==> src/rtl/otter_ctrl_fsm.sv <==
// ============================================================================
// otter_ctrl_fsm
// ----------------------------------------------------------------------------
// Multicycle control unit for the OTTER RV32I core (no CSR / interrupt
// support). It steps each instruction through FETCH -> EXEC and, for loads
// only, WRITEBACK. It decodes the instruction register and drives every
// select and enable input of the datapath (PC_MOD, register file, ALU and
// memory). The PC is loaded exactly once per instruction, in that
// instruction's last cycle.
//
// Parameters
//   HALT_ON_ILLEGAL  1: an unsupported opcode or funct3 parks the FSM in HALT
//                    0: an unsupported instruction behaves as a NOP
//
// Ports
//   clk        in   1   system clock, all state changes on posedge
//   rst        in   1   synchronous active-high reset; all outputs 0 while high
//   ir         in   32  current instruction (valid from EXEC onward)
//   br_eq      in   1   rs1 == rs2
//   br_lt      in   1   rs1 <  rs2 (signed)
//   br_ltu     in   1   rs1 <  rs2 (unsigned)
//   pcWrite    out  1   PC load enable
//   pcSource   out  2   0 PC+4, 1 jalr, 2 branch, 3 jal
//   regWrite   out  1   register file write enable
//   rf_wr_sel  out  2   0 PC+4, 1 reserved, 2 mem dout2, 3 ALU result
//   memRDEN1   out  1   instruction fetch read enable
//   memRDEN2   out  1   data read enable
//   memWE2     out  1   data write enable
//   alu_fun    out  4   {funct7[5], funct3}; 0000 add, 1001 lui-copy
//   srcA_sel   out  1   0 rs1, 1 U-immediate
//   srcB_sel   out  3   0 rs2, 1 I-imm, 2 S-imm, 3 PC
//   halted     out  1   high while the FSM sits in HALT
// ============================================================================
module otter_ctrl_fsm #(
    parameter bit HALT_ON_ILLEGAL = 1'b1
) (
    input  logic        clk,
    input  logic        rst,
    input  logic [31:0] ir,
    input  logic        br_eq,
    input  logic        br_lt,
    input  logic        br_ltu,
    output logic        pcWrite,
    output logic [1:0]  pcSource,
    output logic        regWrite,
    output logic [1:0]  rf_wr_sel,
    output logic        memRDEN1,
    output logic        memRDEN2,
    output logic        memWE2,
    output logic [3:0]  alu_fun,
    output logic        srcA_sel,
    output logic [2:0]  srcB_sel,
    output logic        halted
);

    // Controller states
    localparam logic [1:0] ST_FETCH     = 2'd0;
    localparam logic [1:0] ST_EXEC      = 2'd1;
    localparam logic [1:0] ST_WRITEBACK = 2'd2;
    localparam logic [1:0] ST_HALT      = 2'd3;

    // RV32I base opcodes
    localparam logic [6:0] OP_LUI    = 7'b0110111;
    localparam logic [6:0] OP_AUIPC  = 7'b0010111;
    localparam logic [6:0] OP_JAL    = 7'b1101111;
    localparam logic [6:0] OP_JALR   = 7'b1100111;
    localparam logic [6:0] OP_BRANCH = 7'b1100011;
    localparam logic [6:0] OP_LOAD   = 7'b0000011;
    localparam logic [6:0] OP_STORE  = 7'b0100011;
    localparam logic [6:0] OP_IMM    = 7'b0010011;
    localparam logic [6:0] OP_REG    = 7'b0110011;

    // pcSource encodings
    localparam logic [1:0] PC_PLUS4  = 2'd0;
    localparam logic [1:0] PC_JALR   = 2'd1;
    localparam logic [1:0] PC_BRANCH = 2'd2;
    localparam logic [1:0] PC_JAL    = 2'd3;

    // rf_wr_sel encodings
    localparam logic [1:0] WR_PC4    = 2'd0;
    localparam logic [1:0] WR_MEM    = 2'd2;
    localparam logic [1:0] WR_ALU    = 2'd3;

    // srcB_sel encodings
    localparam logic [2:0] SRCB_RS2  = 3'd0;
    localparam logic [2:0] SRCB_IIMM = 3'd1;
    localparam logic [2:0] SRCB_SIMM = 3'd2;
    localparam logic [2:0] SRCB_PC   = 3'd3;

    // ALU function codes used directly by the controller
    localparam logic [3:0] ALU_ADD   = 4'b0000;
    localparam logic [3:0] ALU_LUI   = 4'b1001;

    logic [1:0] state;
    logic [1:0] next_state;

    logic [6:0] opcode;
    logic [2:0] funct3;
    logic       funct7_b5;
    logic       is_legal;
    logic       branch_taken;
    logic       unused_ir_bits;

    assign opcode    = ir[6:0];
    assign funct3    = ir[14:12];
    assign funct7_b5 = ir[30];

    // Register numbers and immediates are consumed by the datapath, not here.
    assign unused_ir_bits = ^{ir[31], ir[29:15], ir[11:7]};

    // State register. Reset always lands in FETCH, even mid-load, so an
    // interrupted load never completes its register write.
    always_ff @(posedge clk) begin
        if (rst) begin
            state <= ST_FETCH;
        end else begin
            state <= next_state;
        end
    end

    // Legality check. Beyond unknown opcodes, funct3 values that RV32I leaves
    // undefined for JALR, branches, loads and stores are rejected so they
    // can't silently become a memory access or a jump.
    always_comb begin
        is_legal = 1'b0;
        case (opcode)
            OP_LUI, OP_AUIPC, OP_JAL, OP_IMM, OP_REG: is_legal = 1'b1;
            OP_JALR:   is_legal = (funct3 == 3'b000);
            OP_BRANCH: is_legal = (funct3 != 3'b010) && (funct3 != 3'b011);
            OP_LOAD:   is_legal = (funct3 != 3'b011) && (funct3 != 3'b110)
                                  && (funct3 != 3'b111);
            OP_STORE:  is_legal = (funct3 == 3'b000) || (funct3 == 3'b001)
                                  || (funct3 == 3'b010);
            default:   is_legal = 1'b0;
        endcase
    end

    // Branch condition. funct3[0] inverts the base comparison picked by
    // funct3[2:1] (eq, lt, ltu); the illegal 01x codes never reach here
    // because they fail the legality check.
    always_comb begin
        branch_taken = 1'b0;
        case (funct3[2:1])
            2'b00:   branch_taken = br_eq  ^ funct3[0];
            2'b10:   branch_taken = br_lt  ^ funct3[0];
            2'b11:   branch_taken = br_ltu ^ funct3[0];
            default: branch_taken = 1'b0;
        endcase
    end

    // Output and next-state decode. Everything defaults to 0 and only the
    // strobes an instruction needs are raised. While rst is high the whole
    // block is skipped so every output reads 0.
    always_comb begin
        next_state = state;
        pcWrite    = 1'b0;
        pcSource   = PC_PLUS4;
        regWrite   = 1'b0;
        rf_wr_sel  = WR_PC4;
        memRDEN1   = 1'b0;
        memRDEN2   = 1'b0;
        memWE2     = 1'b0;
        alu_fun    = ALU_ADD;
        srcA_sel   = 1'b0;
        srcB_sel   = SRCB_RS2;
        halted     = 1'b0;

        if (!rst) begin
            case (state)
                ST_FETCH: begin
                    memRDEN1   = 1'b1;
                    next_state = ST_EXEC;
                end

                ST_EXEC: begin
                    if (!is_legal) begin
                        if (HALT_ON_ILLEGAL) begin
                            next_state = ST_HALT;
                        end else begin
                            pcWrite    = 1'b1;
                            next_state = ST_FETCH;
                        end
                    end else begin
                        // Every legal instruction except a load finishes here.
                        pcWrite    = 1'b1;
                        next_state = ST_FETCH;
                        case (opcode)
                            OP_LUI: begin
                                regWrite  = 1'b1;
                                rf_wr_sel = WR_ALU;
                                srcA_sel  = 1'b1;
                                alu_fun   = ALU_LUI;
                            end
                            OP_AUIPC: begin
                                regWrite  = 1'b1;
                                rf_wr_sel = WR_ALU;
                                srcA_sel  = 1'b1;
                                srcB_sel  = SRCB_PC;
                            end
                            OP_JAL: begin
                                regWrite  = 1'b1;
                                rf_wr_sel = WR_PC4;
                                pcSource  = PC_JAL;
                            end
                            OP_JALR: begin
                                regWrite  = 1'b1;
                                rf_wr_sel = WR_PC4;
                                pcSource  = PC_JALR;
                            end
                            OP_BRANCH: begin
                                pcSource = branch_taken ? PC_BRANCH : PC_PLUS4;
                            end
                            OP_LOAD: begin
                                // The address is formed now; the PC waits for
                                // WRITEBACK so it still updates only once.
                                memRDEN2   = 1'b1;
                                srcB_sel   = SRCB_IIMM;
                                pcWrite    = 1'b0;
                                next_state = ST_WRITEBACK;
                            end
                            OP_STORE: begin
                                memWE2   = 1'b1;
                                srcB_sel = SRCB_SIMM;
                            end
                            OP_IMM: begin
                                // Only the shift-right immediates use ir[30]
                                // to choose srai over srli; in every other
                                // OP-IMM it is immediate data.
                                regWrite  = 1'b1;
                                rf_wr_sel = WR_ALU;
                                srcB_sel  = SRCB_IIMM;
                                alu_fun   = {(funct3 == 3'b101) ? funct7_b5 : 1'b0, funct3};
                            end
                            OP_REG: begin
                                regWrite  = 1'b1;
                                rf_wr_sel = WR_ALU;
                                srcB_sel  = SRCB_RS2;
                                alu_fun   = {funct7_b5, funct3};
                            end
                            default: begin
                                pcWrite = 1'b1;
                            end
                        endcase
                    end
                end

                ST_WRITEBACK: begin
                    // The read enable stays high so the data memory output
                    // is still valid while the register file captures it.
                    memRDEN2   = 1'b1;
                    regWrite   = 1'b1;
                    rf_wr_sel  = WR_MEM;
                    pcWrite    = 1'b1;
                    next_state = ST_FETCH;
                end

                ST_HALT: begin
                    halted     = 1'b1;
                    next_state = ST_HALT;
                end

                default: begin
                    next_state = ST_FETCH;
                end
            endcase
        end
    end

endmodule
==> config.mk <==
export PLATFORM = sky130hd
export DESIGN_NAME = otter_ctrl_fsm
export DESIGN_NICKNAME = d
export VERILOG_FILES = /design/src/rtl/otter_ctrl_fsm.sv
export SDC_FILE = /design/constraint.sdc
export NUM_CORES = 1
export LEC_CHECK = 0
export ABC_CLOCK_PERIOD_IN_PS = 2300
export BUFFER_PORTS_ARGS = -buffer_cell sky130_fd_sc_hd__buf_2
export CORE_MARGIN = 1.5
export CORE_UTILIZATION = 30
export DETAILED_ROUTE_END_ITERATION = 10
export GPL_TIMING_DRIVEN = 0
export HOLD_SLACK_MARGIN = 0.12
export PLACE_DENSITY_LB_ADDON = 0.12
export SYNTH_ARGS = -nofsm -noshare
export SYNTH_HDL_FRONTEND = slang
export SYNTH_SLANG_ARGS = --single-unit
export TNS_END_PERCENT = 1
==> constraint.sdc <==
create_clock -name clk -period 2.3 [get_ports clk]
set_clock_uncertainty 0.15 [all_clocks]
set_input_delay 0.23 -clock clk [delete_from_list [all_inputs] [get_ports clk]]
set_output_delay 0.23 -clock clk [all_outputs]
set_load 0.02 [all_outputs]
# Word level (Yosys, flattened, before mapping)
# Cells that the tools add are included.
[classes] bitwise_logic=3 n_reduce_logical=13 n_eq_ne=21 mux=47
[op_table] cell="2-bit 2-to-1 mux" n=12
[op_table] cell="1-bit 2-to-1 mux" n=22
[op_table] cell="7-bit by 6-bit equality test with 1-bit output (second input constant)" n=3
[op_table] cell="7-bit equality test (second input constant)" n=3
[op_table] cell="7-bit by 5-bit equality test with 1-bit output (second input constant)" n=2
[op_table] cell="4-bit 2-to-1 mux" n=3
[op_table] cell="2-bit case mux with 3 select lines" n=2
[op_table] cell="4-bit case mux with 3 select lines" n=1
[op_table] cell="2-bit equality test (second input constant)" n=4
[op_table] cell="2-bit case mux with 4 select lines" n=1
[op_table] cell="7-bit by 2-bit equality test with 1-bit output (second input constant)" n=1
[op_table] cell="3-bit by 2-bit inequality test with 1-bit output (second input constant)" n=2
[op_table] cell="3-bit inequality test (second input constant)" n=2
[op_table] cell="1-bit case mux with 2 select lines" n=3
[op_table] cell="6-bit OR reduction" n=1
[op_table] cell="1-bit case mux with 5 select lines" n=1
[op_table] cell="5-bit OR reduction" n=1
[op_table] cell="2-bit zero test" n=2
[op_table] cell="2-bit case mux with 2 select lines" n=1
[op_table] cell="2-bit OR reduction" n=2
[op_table] cell="4-bit OR reduction" n=1
[op_table] cell="3-bit by 1-bit equality test with 1-bit output (second input constant)" n=1
[op_table] cell="3-bit by 2-bit equality test with 1-bit output (second input constant)" n=1
[op_table] cell="3-bit equality test (second input constant)" n=1
[op_table] cell="6 further kinds" n=11
[totals] out_inout_bits=18 in_bits=37 register_bits=2

# Depth between registers and ports, before layout
[logic_depth] word_depth=7 ltp_mapped=6

# Worst setup path after synthesis
# Ideal clock, no wire load.
[synth_path] path_kind="input-to-output" start="input ir[4]" end="output memRDEN2" arrival_ns=1.734 required_ns=1.920 setup_slack_ns=0.186 path_stages=4 path_cell_list="or4b_4 -> o31ai_4 -> a22oi_1 -> o31ai_1"
[synth_via] elab_chain_cells=6
[synth_rtl] item="from (decl)" line="39" rtl="input logic [31:0] ir,"
[synth_rtl] item="7-bit by 5-bit equality test with 1-bit output, or another cell as far along" line="126" rtl="case (opcode)"
[synth_rtl] item="5-bit OR reduction" line="126"
[synth_rtl] item="1-bit case mux with 5 select lines" line="126"
[synth_rtl] item="1-bit 2-to-1 mux *" line="176" rtl="if (!is_legal) begin"
[synth_rtl] item="1-bit case mux with 2 select lines *" line="169" rtl="case (state)"
[synth_rtl] item="1-bit 2-to-1 mux *" line="168" rtl="if (!rst) begin"
[synth_rtl] item="to (decl)" line="48" rtl="output logic memRDEN2,"
# Mark *: on every way between the ends. The rest lies on a longest branch, timed or not.

# Final worst setup path
[layout_path] start="input ir[4]" end="output srcB_sel[0]"
[layout_via] elab_chain_cells=6
[layout_rtl] item="7-bit by 5-bit equality test with 1-bit output, or another cell as far along" line="126, 187"
[layout_rtl] item="5-bit OR reduction / 2-bit OR reduction (equally long branches)"
[layout_rtl] item="1-bit case mux with 5 select lines / 2-bit case mux with 3 select lines (equally long branches)" line="126, 187"
[layout_rtl] item="2-bit 2-to-1 mux *" line="176"
[layout_rtl] item="2-bit 2-to-1 mux *" line="169"
[layout_rtl] item="2-bit 2-to-1 mux *" line="168"
[layout_rtl] item="to (decl)" line="52" rtl="output logic [2:0] srcB_sel,"
# Marked as above.

==> results.py <==
metrics = {
    "synth": {
        "yosys_warnings": 0,
        "synth_cell_type_count": 44,
        "ys_seq_area_share_pct": 6.63,
        "synth_area_um2": 604,
        "synth_most_common_cell": "nor2_1",
        "synth_edf_count": 0,
        "netlist_instances": 81,
        "synthesis.nets": 123,
        "yosysTopAreaCell": "ha_1",
        "synth_commonest_cells": "nor2_1 (10), nand2_1 (9), ha_1 (5), inv_1 (4)",
        "synth.top_cell.area_share_pct": 10.4,
        "avgSynthCellArea_um2": 7.46,
        "ys.flop_type": "dfxtp_1",
        "ys_ff_latch": 2,
        "ys_async_sr_fraction_pct": 0,
        "synth_area_leaders": "ha_1 (10%), dfxtp_1 (6.6%), nor2_1 (6.2%)",
    },
    "finish": {
        "drive_gt1_share_pct": 46.1,
        "top_register": "state",
        "fillers": 243,
        "post-route-util_pct": 42.6,
        "final_nets": 159,
        "stdcell_area_um2": 818,
        "insertedDiodeCount": 0,
        "largest_reg_flops": 2,
        "top_regs": "state (2)",
        "synthToLayoutAreaGrowth_pct": 35.4,
    },
    "route": {
        "dr.pass1.iters": 4,
        "wire_per_inst_um": 11.0,
        "via_per_inst": 4.94,
        "wirelength_um": 1560,
        "route.detailed.drc": 0,
        "ant_nets": 0,
        "routed-via-count": 701,
        "drt_iter0_markers": 4,
    },
    "setup_path": {
        "worst-path-buf-inv": 2,
        "r2r-end": "state[0]",
        "cp_max_fo": 6,
        "crit_family": "compound AO/OA/AOI/OAI gates",
        "worstPathCellList": "buf_2 > or4b_4 > o31ai_4 > a221o_2 > o2111a_1 > buf_2",
        "endpoint": "srcB_sel[0]",
        "cpPeakStageDelay_ns": 0.55,
        "cp.depth": 6,
        "r2r_slack_ns": 1.02,
        "cp-end-kind": "primary output",
        "worstPathRequired_ns": 1.92,
        "r2r_start": "state[1]",
        "worstSetupStartpoint": "ir[4]",
        "cpMaxStageDelayCell": "or4b_4",
        "crit_type": "in2out",
        "arrival_ns": 1.79,
        "worstRegToRegCells": 4,
        "path_common_cell": "buf_2",
        "cp-start-kind": "primary input",
    },
    "place": {
        "port_buffers": 31,
        "gp_congestion": 0.696,
        "place_area_um2": 793,
        "dp_hpwl_um": 1280,
    },
    "die": {
        "dieArea_mm2": 0.00229,
        "io_pins": 55,
        "core_mm2": 0.00192,
        "initial_core_util_pct": 31.4,
        "rows": 16,
        "die_w_um": 47.9,
        "dieHeight_um": 47.9,
    },
    "sta": {
        "fin_crit_sh_pct": 94.5,
        "slew_viol_final": 0,
        "rsz0062_at_grt": "false",
        "setup_viol": 0,
        "holdWs_ns": 0.148,
        "final.setup.tns_ns": 0,
        "finalHoldViolCount": 0,
        "fin_crit_ns": 2.17,
        "fmax_mhz": 460,
    },
    "outcome": {
        "status": "complete, no violations",
    },
    "power_and_ir_drop": {
        "power.internal_mw": 0.203,
        "leakage_nw": 0.387,
        "pwr-share-comb_pct": 61.9,
        "clock_power_share_pct": 21.4,
        "swShare_pct": 44.8,
        "powerDensity_mw_per_mm2": 450,
        "switching_power_mw": 0.165,
        "peakVddDrop_mv": 0.174,
        "pwr-share-seq_pct": 16.7,
    },
    "clock_network": {
        "cts_hold_buf": 0,
        "postCtsSetupBuffers": 0,
        "clk_pin_slew_ns": 0.03,
        "clockBufferDepth": 2,
        "clkLatencyLatePin_ns": 0.23,
        "root_buffer": "clkbuf_4",
        "cts_buffers": 3,
        "htreeDepth": 1,
        "clkSinkCount": 2,
        "cts_tree": "built",
    },
    "grt": {
        "grt_overflow": 0,
        "grt_pass1_vias": 568,
        "grt_use_total_pct": 14.7,
        "grt_start_max_net_pins": 11,
        "antenna_found_initial": 0,
        "grt_pass1_wl_um": 2350,
    },
    "flow_run": {
        "maxCapViolCount": 0,
    },
    "hold_path": {
        "hold_depth": 2,
        "holdCritPathClass": "in2reg",
    },
}
layer usage:
layer | track usage (%) | up-vias | part of all wire [%]
li1 | - | 365 | -
met1 | 16.7 | 320 | 44
met2 | 25.9 | 16 | 52
met3 | 4.53 | 0 | 4.4
met4 | 4.86 | 0 | 0
met5 | 0 | - | 0
cells by family after synthesis:
family | count (synthesis) | synth area share (%)
AOI/OAI and AO/OA | 19 | 26.1
buffers and inverters | 7 | 6.42
other | 1 | 0.621
and+or+nand+nor | 44 | 45.1
muxes | 2 | 3.31
DFF | 2 | 6.63
xor gates and xnor gates | 1 | 1.45
adders and majority gates | 5 | 10.4
cell usage in the layout, fill, tap and decap left out, types with 2 or more instances in the layout:
cell | netlist | layout
a22oi_1 | 2 | 2
dfxtp_1 | 2 | 2
nor2_1 | 10 | 10
nand2_1 | 9 | 9
buf_2 | 1 | 32
o22ai_1 | 3 | 3
clkbuf_4 | 0 | 3
o21ai_1 | 3 | 3
nor2b_2 | 1 | 2
ha_1 | 5 | 5
or3_1 | 2 | 2
a21oi_1 | 2 | 2
nor3b_1 | 2 | 2
mux2i_1 | 2 | 2
inv_1 | 4 | 4
nand3_1 | 2 | 2
nor2_2 | 2 | 2
worst min-delay path by stage:
stage,from,endpoint,slack [ns]
final,rst,state[0],0.15
after global routing,rst,state[0],0.15
after CTS,rst,state[0],0.13
after detailed placement,rst,state[0],0.37
after global placement,rst,state[0],0.37
after floorplan,rst,state[0],0.17
through the flow:
stage               cells  setup WS (ns)  power (mW)
finish                142          0.126       0.368
global route          142         0.0320       0.412
CTS                   142         0.0763       0.374
detailed placement    139          0.117       0.288
global placement      139          0.145       0.287
floorplan              81          0.186       0.225
repair_timing:
| action | 4_1_cts | 5_1_grt |
|---|---|---|
| endpoints found under the setup margin | 0 | 2 |
| hold endpoints to repair | 0 | 0 |
| resized for setup | 0 | 1 |
cell type report:
type | count | area [µm²] | area share, %
buffer | 3 | 23.8 | 2.91
clock buffer | 3 | 22.5 | 2.75
inverter | 4 | 15.0 | 1.83
multi-input combinational | 72 | 528 | 64.5
sequential | 2 | 40.0 | 4.89
tap | 27 | 33.8 | 4.13
timing repair buffer | 31 | 155 | 19.0
power by group through the flow:
stage          Clock (mW)  Sequential (mW)  Combinational [mW]
3_5_place_dp            0           0.0628               0.225
5_1_grt            0.0923           0.0631               0.256
6_report           0.0788           0.0617               0.228
2_1_floorplan           0           0.0589               0.166
3_3_place_gp            0           0.0627               0.225
4_1_cts            0.0834           0.0625               0.228
No activity file was read; power rests on OpenSTA's default activity.
